**src/rtl/micro_trace_rec.sv**
```systemverilog
// Response recorder: captures accum/data_in/reset once per clock into packed
// 12-bit stimulus vectors, then replays them in order over a valid/ready port.
module micro_trace_rec #(
    parameter int DEPTH = 32,
    parameter int AW    = 6
) (
    input  logic          clk_i,
    input  logic          reset_i,
    input  logic          start_i,
    input  logic          stop_i,
    input  logic [3:0]    cap_accum_i,
    input  logic [3:0]    cap_data_in_i,
    input  logic          cap_reset_i,
    output logic          rd_valid_o,
    input  logic          rd_ready_i,
    output logic [11:0]   rd_data_o,
    output logic [AW-1:0] rd_addr_o,
    output logic [AW:0]   count_o,
    output logic          busy_o,
    output logic          full_o
);

    localparam int IW = $clog2(DEPTH);
    localparam logic [AW-1:0] LAST_IDX = AW'(DEPTH - 1);
    localparam logic [AW-1:0] PTR_ONE  = AW'(1);
    localparam logic [AW:0]   CNT_ONE  = {{AW{1'b0}}, 1'b1};

    typedef enum logic [1:0] {
        IDLE,
        CAPTURE,
        DRAIN
    } state_t;

    state_t        state_q, state_d;
    logic [AW-1:0] wr_ptr_q, wr_ptr_d;
    logic [AW-1:0] rd_ptr_q, rd_ptr_d;
    logic [AW:0]   count_q, count_d;
    logic          full_q, full_d;
    logic          rd_valid_q, rd_valid_d;
    logic [11:0]   rd_data_q, rd_data_d;
    logic [AW-1:0] rd_addr_q, rd_addr_d;

    logic [11:0]   mem_q [DEPTH];
    logic          mem_we;
    logic [11:0]   mem_wdata;
    logic          last;
    logic          at_end;

    assign at_end = (wr_ptr_q == LAST_IDX);

    always_comb begin
        state_d    = state_q;
        wr_ptr_d   = wr_ptr_q;
        rd_ptr_d   = rd_ptr_q;
        count_d    = count_q;
        full_d     = full_q;
        rd_valid_d = rd_valid_q;
        rd_data_d  = rd_data_q;
        rd_addr_d  = rd_addr_q;
        mem_we     = 1'b0;
        last       = 1'b0;
        mem_wdata  = 12'h000;

        case (state_q)
            IDLE: begin
                if (start_i) begin
                    state_d  = CAPTURE;
                    wr_ptr_d = '0;
                    count_d  = '0;
                    full_d   = 1'b0;
                end
            end
            CAPTURE: begin
                last      = stop_i | at_end;
                mem_we    = reset_i;
                mem_wdata = {cap_accum_i, last, 2'b00, cap_reset_i, cap_data_in_i};
                count_d   = count_q + CNT_ONE;
                if (last) begin
                    state_d  = DRAIN;
                    rd_ptr_d = '0;
                    full_d   = at_end & ~stop_i;
                end else begin
                    wr_ptr_d = wr_ptr_q + PTR_ONE;
                end
            end
            DRAIN: begin
                // rd_valid low in DRAIN only on the setup edge; the done bit of the
                // presented vector decides whether a transfer ends the replay
                if (!rd_valid_q) begin
                    rd_valid_d = 1'b1;
                    rd_data_d  = mem_q[rd_ptr_q[IW-1:0]];
                    rd_addr_d  = rd_ptr_q;
                    rd_ptr_d   = rd_ptr_q + PTR_ONE;
                end else if (rd_ready_i) begin
                    if (rd_data_q[7]) begin
                        rd_valid_d = 1'b0;
                        state_d    = IDLE;
                    end else begin
                        rd_data_d = mem_q[rd_ptr_q[IW-1:0]];
                        rd_addr_d = rd_ptr_q;
                        rd_ptr_d  = rd_ptr_q + PTR_ONE;
                    end
                end
            end
            default: state_d = IDLE;
        endcase
    end

    always_ff @(posedge clk_i) begin
        if (!reset_i) begin
            state_q    <= IDLE;
            wr_ptr_q   <= '0;
            rd_ptr_q   <= '0;
            count_q    <= '0;
            full_q     <= 1'b0;
            rd_valid_q <= 1'b0;
            rd_data_q  <= '0;
            rd_addr_q  <= '0;
        end else begin
            state_q    <= state_d;
            wr_ptr_q   <= wr_ptr_d;
            rd_ptr_q   <= rd_ptr_d;
            count_q    <= count_d;
            full_q     <= full_d;
            rd_valid_q <= rd_valid_d;
            rd_data_q  <= rd_data_d;
            rd_addr_q  <= rd_addr_d;
        end
    end

    // Storage is deliberately left out of reset so it can map onto plain RAM
    always_ff @(posedge clk_i) begin
        if (mem_we) begin
            mem_q[wr_ptr_q[IW-1:0]] <= mem_wdata;
        end
    end

    assign rd_valid_o = rd_valid_q;
    assign rd_data_o  = rd_data_q;
    assign rd_addr_o  = rd_addr_q;
    assign count_o    = count_q;
    assign full_o     = full_q;
    assign busy_o     = (state_q != IDLE);

endmodule

```
**config.mk**
```make
export PLATFORM = sky130hd
export DESIGN_NAME = micro_trace_rec
export DESIGN_NICKNAME = d
export VERILOG_FILES = /design/src/rtl/micro_trace_rec.sv
export SDC_FILE = /design/constraint.sdc
export NUM_CORES = 1
export LEC_CHECK = 0
export CAP_MARGIN = 40
export CORE_ASPECT_RATIO = 0.9
export CORE_UTILIZATION = 60
export CTS_CLUSTER_DIAMETER = 60
export DETAILED_ROUTE_END_ITERATION = 8
export PLACE_DENSITY = 0.78
export SLEW_MARGIN = 5
export SYNTH_ARGS = -nofsm -noshare
export SYNTH_HDL_FRONTEND = slang
export SYNTH_SLANG_ARGS = --single-unit
export TNS_END_PERCENT = 100
```
**constraint.sdc**
```tcl
create_clock -name clk_i -period 2.6 [get_ports clk_i]
set_clock_uncertainty 0.05 [all_clocks]
set_input_delay 0.52 -clock clk_i [delete_from_list [all_inputs] [get_ports clk_i]]
set_output_delay 0.52 -clock clk_i [all_outputs]
set_load 0.1 [all_outputs]
```
* Word-level counts from Yosys, hierarchy flattened
Memories as Yosys holds them, arrays and structs flattened. A register that Yosys moved wholly into a read port is not among the register bits.
Cells that the tools add are included.
** Cells by class
- Mux-type cells :: 34
- Reduce and logical (&&, ||, !) cells :: 11
- Bitwise operators :: 3
- Add/subtract/negate cells :: 3
- Equal/unequal tests :: 13
** Operators by type and width (number)
- 6-bit two-way mux :: 9
- 12-bit two-way mux :: 4
- 6-bit one-hot mux with 2 select lines :: 2
- 2-bit != test (second input constant) :: 8
- 7-bit one-hot mux with 2 select lines :: 1
- 6-bit by 1-bit adder with 6-bit output (second input constant) :: 2
- 2-bit two-way mux :: 5
- 5-bit two-way mux :: 2
- 3-bit AND reduction :: 3
- 1-bit two-way mux :: 8
- 7-bit by 1-bit adder with 7-bit output (second input constant) :: 1
- 7-bit two-way mux :: 1
- 6-bit by 5-bit == test with 1-bit output (second input constant) :: 1
- 3-bit != test (second input constant) :: 2
- 2-bit one-hot mux with 3 select lines :: 1
- 2-bit nonzero test :: 3
- 5-bit AND reduction :: 1
- 2-bit AND reduction :: 2
- 4-bit AND reduction :: 1
- 2-bit by 1-bit == test with 1-bit output (second input constant) :: 1
- 2-bit == test (second input constant) :: 1
- 2-bit logical NOT :: 1
- 1-bit one-hot mux with 2 select lines :: 1
- 1-bit AND :: 1
- 2 further kinds :: 2
** Storage, ports and cells
- Logic and storage cells :: 74
- Memories :: 1
- Register bits after elaboration :: 41
- Memory bits (writable) :: 384
- Bits of input ports :: 14
** Memory list
- mem_q :: words 32, width 12, rd ports 1, clocked after memory_dff 1, write ports 1, line 43 : logic [11:0] mem_q [DEPTH];

* Logic depth before layout (Yosys ltp)
Gate-level depths: netlist of run 1.
- Depth after elaboration :: 7
- Depth in mapped cells :: 8
- Gate-level depth less buffers :: 6

* Worst setup path before layout of run 1
Ideal clock, no wire load.
- Path type :: register to register
- Start :: reg rd_data_q[7], in the netlist rd_data_o[7]
- End :: reg rd_data_q[7], in the netlist rd_data_o[7]
- Slack :: 0.519 ns
- Clock period less this slack :: 2.081 ns
- Library setup time :: 0.071 ns
- Data arrival time :: 1.959 ns
- Cell stages (with the launch flop) :: 7
- Buffers on the path :: 1
- Cells stage by stage :: dfxtp_1 > nand2b_1 > a21o_1 > clkbuf_1 > a211o_1 > o21ai_0 > a21oi_1
** Between the ends
- Word-level cells in the longest chain between the ends :: 3
** Ends and longest elaborated chain
- start, declared :: line 40 : logic [11:0] rd_data_q, rd_data_d;
- start signal, assigned :: line 126 : rd_data_q <= rd_data_d;
- 12-bit two-way mux :: line 95 : if (rd_data_q[7]) begin
- 12-bit two-way mux :: line 94 : end else if (rd_ready_i) begin
- 12-bit two-way mux :: line 89 : if (!rd_valid_q) begin
Every way passes these cells. The select of a mux whose other input is x is not followed.
A chain may end at the register's enable or synchronous reset.

==> results by group, run 1 <==
Run status
  • Status: finished clean

Clock network
  • Clock Path Buffers: 3
  • CTS buffer count: 35
  • Clk_lat worst skew: 510 ps
  • Clock slew at reported path FFs: roughly 60 ps
  • Clk sinks: roughly 360
  • Root Buffer: clkbuf_16
  • Post_cts resized: 0
  • Setup repair bufs after CTS: 0
  • CTS tree: yes
  • Hold_buf cts: 0
  • H-tree levels: 2

Setup path
  • Worst path required time: just under 3000 ps
  • Crit path buf inv count: 2
  • Crit start category: flip-flop
  • R2R Path End: rd_data_o[11]
  • CP Capture Type: flip-flop
  • CP Max Fanout: 32
  • FF-to-FF setup slack: roughly 380 ps
  • Worst R2R Path Depth: 7
  • WP data arrival: 2610 ps
  • WS Path Type: reg -> reg
  • Cell family contributing the most delay on the critical path: compound AO/OA/AOI/OAI gates
  • Crit path max-delay cell type: dfxtp_4
  • Critical Path, Cell by Cell: buf_12 > buf_4 > mux2i_1 > a22oi_1 > nand2_1 > o21ai_0 > o221a_1
  • Slowest stage delay, CP: between 400 and 500 ps

Placement
  • Post-DP HPWL: 19890 µm
  • Gpl congestion: 0.9361
  • Cells after DPL: around 1200
  • Port Buffers: 39

Timing
  • Fin. max-slew vios: 0
  • Hold Fails Final Rpt: 0
  • Tcrit/Tclk final: 0.8547
  • Hold_ws: 423.9 ps
  • Setup violations, final: 0
  • RSZ-0062 raised after global routing: false
  • Fmax: around 450 MHz
  • Fin crit period: about 2200 ps
  • Post-route setup TNS: 0 ps
  • Worst-Margin Slew: roughly 700 ps
  • Slew margin rel.: 0.5331

Final layout
  • Share of cells above drive strength 1: 0.2004
  • Utilization after layout: 0.7040
  • Final Non-Filler Cells: between 1000 and 1500
  • Commonest cells after routing, fill and taps aside: edfxtp_1 (320), mux2i_1 (94), buf_4 (84)
  • Most common cell after layout, fill and taps aside: edfxtp_1
  • P&R area growth vs syn: 14.80%
  • Number of diodes: 0
  • Total Nets Final: 942
  • Fillers: around 1500

Synth
  • Synth Area in Compound Gates: 0.05543
  • Synth Area in XOR/XNOR: 0.006711
  • Mapped Area: roughly 0.014 mm²
  • Post-synthesis adder-cell area fraction: 0.005230
  • Unique masters post-synth: a little under 50
  • Synth warn: 0
  • Simple-gate area share of the yosys netlist: 0.04742
  • Number of flops mapped to enable cells by yosys: 320
  • Register area share after synthesis: 0.7308
  • Mux share of post-synthesis cell area: 0.1330
  • Fraction of registers with async set/reset: 0
  • Mapped Cells: 830
  • Largest family of logic cells by synthesized area: multiplexers
  • #FFs+latches synth: between 300 and 400
  • Syn_area_per_cell: around 17 µm²
  • Main synth FF type: edfxtp_1

GRT
  • Grt met3 use: 0.05671
  • GRT Max-Usage Layer: met2
  • Number of global-route vias before repair: 7955
  • GR Util met2: 0.4205
  • Global-route wire length before repair: about 48000 µm
  • Met1 Use GR: 0.3840
  • Largest net degree at the start of global routing: 39
  • Total gr overflow: 0
  • Total GRT Usage: 0.2727
  • Initial antenna violation count: 0

Pwr
  • Leak: between 0.005 and 0.006 µW
  • Worst IR Drop VDD: about 0.67 mV
  • Total power density per cell area: between 700 and 800 mW/mm²

Min path
  • HP Class: reg -> reg
  • Cells on Worst Hold Path: 2
  • Worst Hold End: rd_addr_o[1]
  • Hold_sp: rd_addr_o[1]

Route
  • Wire length per cell: between 20 and 30 µm
  • DR vias/cell: around 6.3
  • DR DRC count: 0
  • Antenna Nets Post-Route: 0
  • Initial drt markers: ~950
  • DRT Pass-1 Iters: 5
  • Drt total wl: roughly 32000 µm
  • Total vias in the final route: 7865

Floorplanning
  • Core Region: ~0.023 mm²
  • Die Width: between 150 and 200 µm
  • Initial core utilization: 0.6132
  • Die height: 148.7 µm
  • Die ar.: 0.02455 mm²
  • I/O pins: between 40 and 50
  • Num rows: between 50 and 60

Flow run
  • Max-cap violations: 0
## where the power goes
part	total [µW]	internal (µW)	switching [µW]
sequential	6430	6400	31.3
combinational	658	208	449
clock	5160	3140	2020
total	12300	9750	2510
## worst max-delay path by stage
stage / start / end / slack (ps) / cells past startpoint
6_report: flip-flop / rd_data_o[11] / 380 / 7
5_1_grt: flip-flop / rd_data_o[11] / 260 / 7
4_1_cts: state_q[0] / mem_q[2][10] / 360 / 4
3_5_place_dp: reset_i / mem_q[2][3] / 30 / 4
3_3_place_gp: reset_i / mem_q[30][10] / 190 / 4
2_1_floorplan: rd_data_o[7] / rd_data_o[7] / 520 / 6
## Yosys cell counts (all sizes together), types with 9 or more instances
cell type | n | area [µm²]
edfxtp | 320 | 9609
mux2i | 94 | 940.9
nor2 | 55 | 206.5
dfxtp | 44 | 880.8
mux4 | 42 | 945.9
a22oi | 35 | 262.8
nand2 | 35 | 131.4
buf | 27 | 202.7
clkbuf | 20 | 75.07
o21ai | 17 | 85.08
a31oi | 13 | 81.33
and2 | 12 | 75.07
nor2b | 9 | 56.30
## logic make-up (layout without fill, tap and decap cells)
kind of cell             after synthesis  after routing
flip-flops                           364            364
AND/OR/NAND/NOR                      145            145
multiplexers                         138            138
AO/OA/AOI/OAI                        111            111
buffers and inverters                 54            171
XOR/XNOR                              11             11
adder cells (fa/ha/maj)                6              6
other                                  1              2
## per-stage QoR
| stage | power [µW] | worst slack [ps] | area, µm² |
|---|---|---|---|
| final | 12250 | 377.7 | 16480 |
| after global routing | 12570 | 259.5 | 16480 |
| after CTS | 12300 | 357.8 | 16480 |
| after floorplan | 6996 | 519.4 | 14360 |
| after global placement | 7189 | 192.9 | 15310 |
| after detailed placement | 7210 | 26.67 | 15310 |
## flip-flops by register name, indices dropped and copies added (netlist names), named ones only
register    flops
wr_ptr_q        6
rd_addr_o       6
count_o         7
rd_data_o      10
mem_q         320
state_q         2
rd_ptr_q        6
rd_valid_o      1
full_o          1
## area by class of cell
type                    instances  area (µm²)  share of cell area
flip-flops and latches        364       10500              0.6369
multi-input cells             413        3568              0.2165
clock buffers                  51       988.4             0.05998
repair buffers                101       840.8             0.05102
well taps                     302       377.9             0.02293
clock inverters                12       182.7             0.01108
inverters                       7       26.28            0.001594
## worst min-delay path, delay by kind of cell, from the launching register on
family | cells | cell delay, ps
AO/OA/AOI/OAI | 1 | 70
flip-flops | 1 | 310
AND/OR/NAND/NOR | 1 | 50
## layer usage
metal	vias to the layer above	share of wire
met2	393	0.47
met4	0	0.036
met5	-	0
li1	3449	-
met3	87	0.086
met1	3936	0.41
No activity file was read; power rests on OpenSTA's default activity.
==> inputs of run 2 (changes only) <==
--- a/config.mk
+++ b/config.mk
@@ -7,6 +7,7 @@
 export LEC_CHECK = 0
 export CAP_MARGIN = 40
 export CORE_ASPECT_RATIO = 0.9
+export CORE_MARGIN = 8
 export CORE_UTILIZATION = 60
 export CTS_CLUSTER_DIAMETER = 60
 export DETAILED_ROUTE_END_ITERATION = 8
==> results by group, run 2 (same netlist as run 1, synthesis figures left out) <==
Setup path
  • Crit path buf inv count: 1 (was 2)
  • FF-to-FF setup slack: 350 ps (was 380 ps)
  • Crit path max-delay cell type: dfxtp_2 (was dfxtp_4)
  • CP endpoint: rd_data_o[4] (was rd_data_o[11])
  • WP data arrival: 2590 ps (was 2610 ps)
  • CP Capture Type: flip-flop (unchanged)
  • Critical Path, Cell by Cell: and2_1 > buf_4 > a22oi_1 > a31oi_1 > o21ai_0 > o221a_1 (was buf_12 > buf_4 > mux2i_1 > a22oi_1 > nand2_1 > o21ai_0 > o221a_1)
  • Cell family contributing the most delay on the critical path: compound AO/OA/AOI/OAI gates (unchanged)
  • Slowest stage delay, CP: 540 ps (was 470 ps)
  • CP Depth: 6 (was 7)
  • Worst R2R Path Depth: 6 (was 7)
  • WS Path Type: reg -> reg (unchanged)
  • R2R Path End: rd_data_o[4] (was rd_data_o[11])
  • Crit start category: flip-flop (unchanged)
  • Worst path required time: 2940 ps (was 2980 ps)
  • CP Max Fanout: 10 (was 32)

GRT
  • Number of global-route vias before repair: 7935 (was 7955)
  • Total GRT Usage: 0.2293 (was 0.2727)
  • Largest net degree at the start of global routing: 42 (was 39)
  • Total gr overflow: 0 (unchanged)
  • Initial antenna violation count: 1 (was 0)
  • Global-route wire length before repair: 49490 µm (was 47730 µm)

Placement
  • Gpl congestion: 0.9517 (was 0.9361)
  • Post-DP HPWL: 20890 µm (was 19890 µm)
  • Port Buffers: 39 (unchanged)
  • Pre-CTS WS: 178.3 ps (was 26.67 ps)

Timing
  • Fin worst setup slack: 349.6 ps (was 377.7 ps)
  • Setup violations, final: 0 (unchanged)
  • Post-route setup TNS: 0 ps (unchanged)
  • Hold Fails Final Rpt: 0 (unchanged)
  • Fmax: 444.4 MHz (was 450.0 MHz)
  • Fin crit period: 2250 ps (was 2222 ps)
  • Fin. max-slew vios: 0 (unchanged)
  • Worst-Margin Slew: 644.2 ps (was 698.4 ps)
  • Slew margin rel.: 0.5677 (was 0.5331)
  • Tcrit/Tclk final: 0.8656 (was 0.8547)
  • RSZ-0062 raised after global routing: false (unchanged)

Route
  • Initial drt markers: 885 (was 947)
  • Antenna Nets Post-Route: 0 (unchanged)
  • Post-Route M1 WL: 13450 µm (was 13040 µm)
  • Top routing layer in use: met4 (unchanged)
  • Met2 WL: 15530 µm (was 14980 µm)
  • DRT Pass-1 Iters: 5 (unchanged)
  • DR vias/cell: 6.374 (was 6.292)
  • Drt total wl: 33020 µm (was 31920 µm)
  • Wire length per cell: 26.39 µm (was 25.53 µm)
  • Metal3 WL: 3307 µm (was 2744 µm)
  • Total vias in the final route: 7974 (was 7865)
  • DR DRC count: 0 (unchanged)

Clock network
  • Hold_buf cts: 0 (unchanged)
  • Clk_lat worst skew: 500 ps (was 510 ps)
  • Root Buffer: clkbuf_16 (unchanged)
  • CTS tree: yes (unchanged)
  • CTS buffer count: 36 (was 35)
  • H-tree levels: 2 (unchanged)
  • Clock slew at reported path FFs: 60 ps (about the same)
  • Clock Path Buffers: 3 (unchanged)
  • Clk sinks: 364 (unchanged)
  • Post_cts resized: 0 (unchanged)
  • Setup repair bufs after CTS: 0 (unchanged)

Flow run
  • Max-cap violations: 0 (unchanged)

Floorplanning
  • Die ar.: 0.02914 mm² (was 0.02455 mm²)
  • Die height: 162.7 µm (was 148.7 µm)
  • I/O pins: 42 (unchanged)
  • Initial core utilization: 0.6132 (unchanged)
  • Die Width: 179.0 µm (was 165.0 µm)
  • Core Region: 0.02341 mm² (unchanged)
  • Num rows: 53 (unchanged)

Pwr
  • Int Power: 9561 µW (was 9749 µW)
  • Total power density per cell area: 736.0 mW/mm² (was 743.6 mW/mm²)
  • Worst IR Drop VDD: 0.6775 mV (was 0.6717 mV)
  • Sequential Power Share: 0.531 (was 0.525)
  • Leak: 0.005299 µW (was 0.005306 µW)
  • Clock network power share: 0.414 (was 0.421)
  • Sw frac: 0.2101 (was 0.2044)
  • Psw: 2543 µW (was 2505 µW)
  • Comb pwr share: 0.055 (was 0.054)

Final layout
  • Commonest cells after routing, fill and taps aside: edfxtp_1 (320), mux2i_1 (94), buf_4 (87) (was edfxtp_1 (320), mux2i_1 (94), buf_4 (84))
  • Max FFs per register: 320 (unchanged)
  • Share of cells above drive strength 1: 0.2065 (was 0.2004)
  • Most common cell after layout, fill and taps aside: edfxtp_1 (unchanged)
  • P&R area growth vs syn: 14.56% (was 14.80%)
  • Total Nets Final: 945 (was 942)
  • Fillers: 1431 (was 1453)
  • Number of diodes: 0 (unchanged)

Min path
  • HP Class: reg -> reg (unchanged)

Run status
  • Status: finished clean (unchanged)
-- run 2: worst min path at each step --
stage | end | depth (start not counted) | start | slack, ps
after detailed placement | rd_addr_o[5] | 2 | rd_addr_o[5] | 420
final | rd_addr_o[5] | 2 | rd_addr_o[5] | 420
after floorplan | rd_addr_o[5] | 2 | rd_ptr_q[5] | 400
after global routing | rd_addr_o[4] | 2 | rd_addr_o[4] | 450
after CTS | rd_addr_o[5] | 2 | rd_addr_o[5] | 430
after global placement | rd_addr_o[4] | 2 | rd_addr_o[4] | 410
-- run 2: stage by stage --
step           std cells  hold WS, ps  total power [µW]  cell area (µm²)    util
2_1_floorplan        831        402.8              6996            14360       -
5_1_grt             1251        453.3             12390            16450  0.7026
6_report            1251        423.8             12100            16450  0.7026
3_5_place_dp        1189        421.6              7213            15310  0.6541
4_1_cts             1251        430.3             12160            16450  0.7026
3_3_place_gp        1189        405.5              7194            15310  0.6541
-- run 2: final cells by class --
| type | instances | area, µm² | area share |
|---|---|---|---|
| multi-input combinational | 413 | 3568 | 0.2170 |
| tap | 302 | 377.9 | 0.02298 |
| sequential | 364 | 10500 | 0.6382 |
| inverter | 7 | 26.28 | 0.001598 |
| clock buffer | 46 | 979.7 | 0.05957 |
| clock inverter | 16 | 155.1 | 0.009434 |
| timing repair buffer | 103 | 843.3 | 0.05128 |
-- run 2: per-layer routing --
metal,vias up,GRT usage
li1,3447,-
met4,0,0.06722
met2,463,0.3498
met1,4003,0.3274
met3,61,0.05262
met5,-,0
-- run 2: worst register-to-register path, delay by kind of cell, from the launching register on --
family / cells / cell delay [ps]
buf+inv: 1 / 300
simple gates: 1 / 460
compound gates: 4 / 800
flops: 1 / 540
-- run 2: power by group through the flow --
stage,Clock (µW),Combinational (µW),Sequential (µW)
after floorplan,0,356,6640
final,5010,664,6430
after global placement,0,642,6550
after CTS,5070,661,6430
after detailed placement,0,659,6550
after global routing,5260,698,6430
==> inputs of run 3 (changes only) <==
--- a/config.mk
+++ b/config.mk
@@ -5,6 +5,7 @@
 export SDC_FILE = /design/constraint.sdc
 export NUM_CORES = 1
 export LEC_CHECK = 0
+export ABC_AREA = 0
 export CAP_MARGIN = 40
 export CORE_ASPECT_RATIO = 0.9
 export CORE_MARGIN = 8
==> results of run 3 <==
The final DEF is identical to that of run 2; final timing and power are the same.
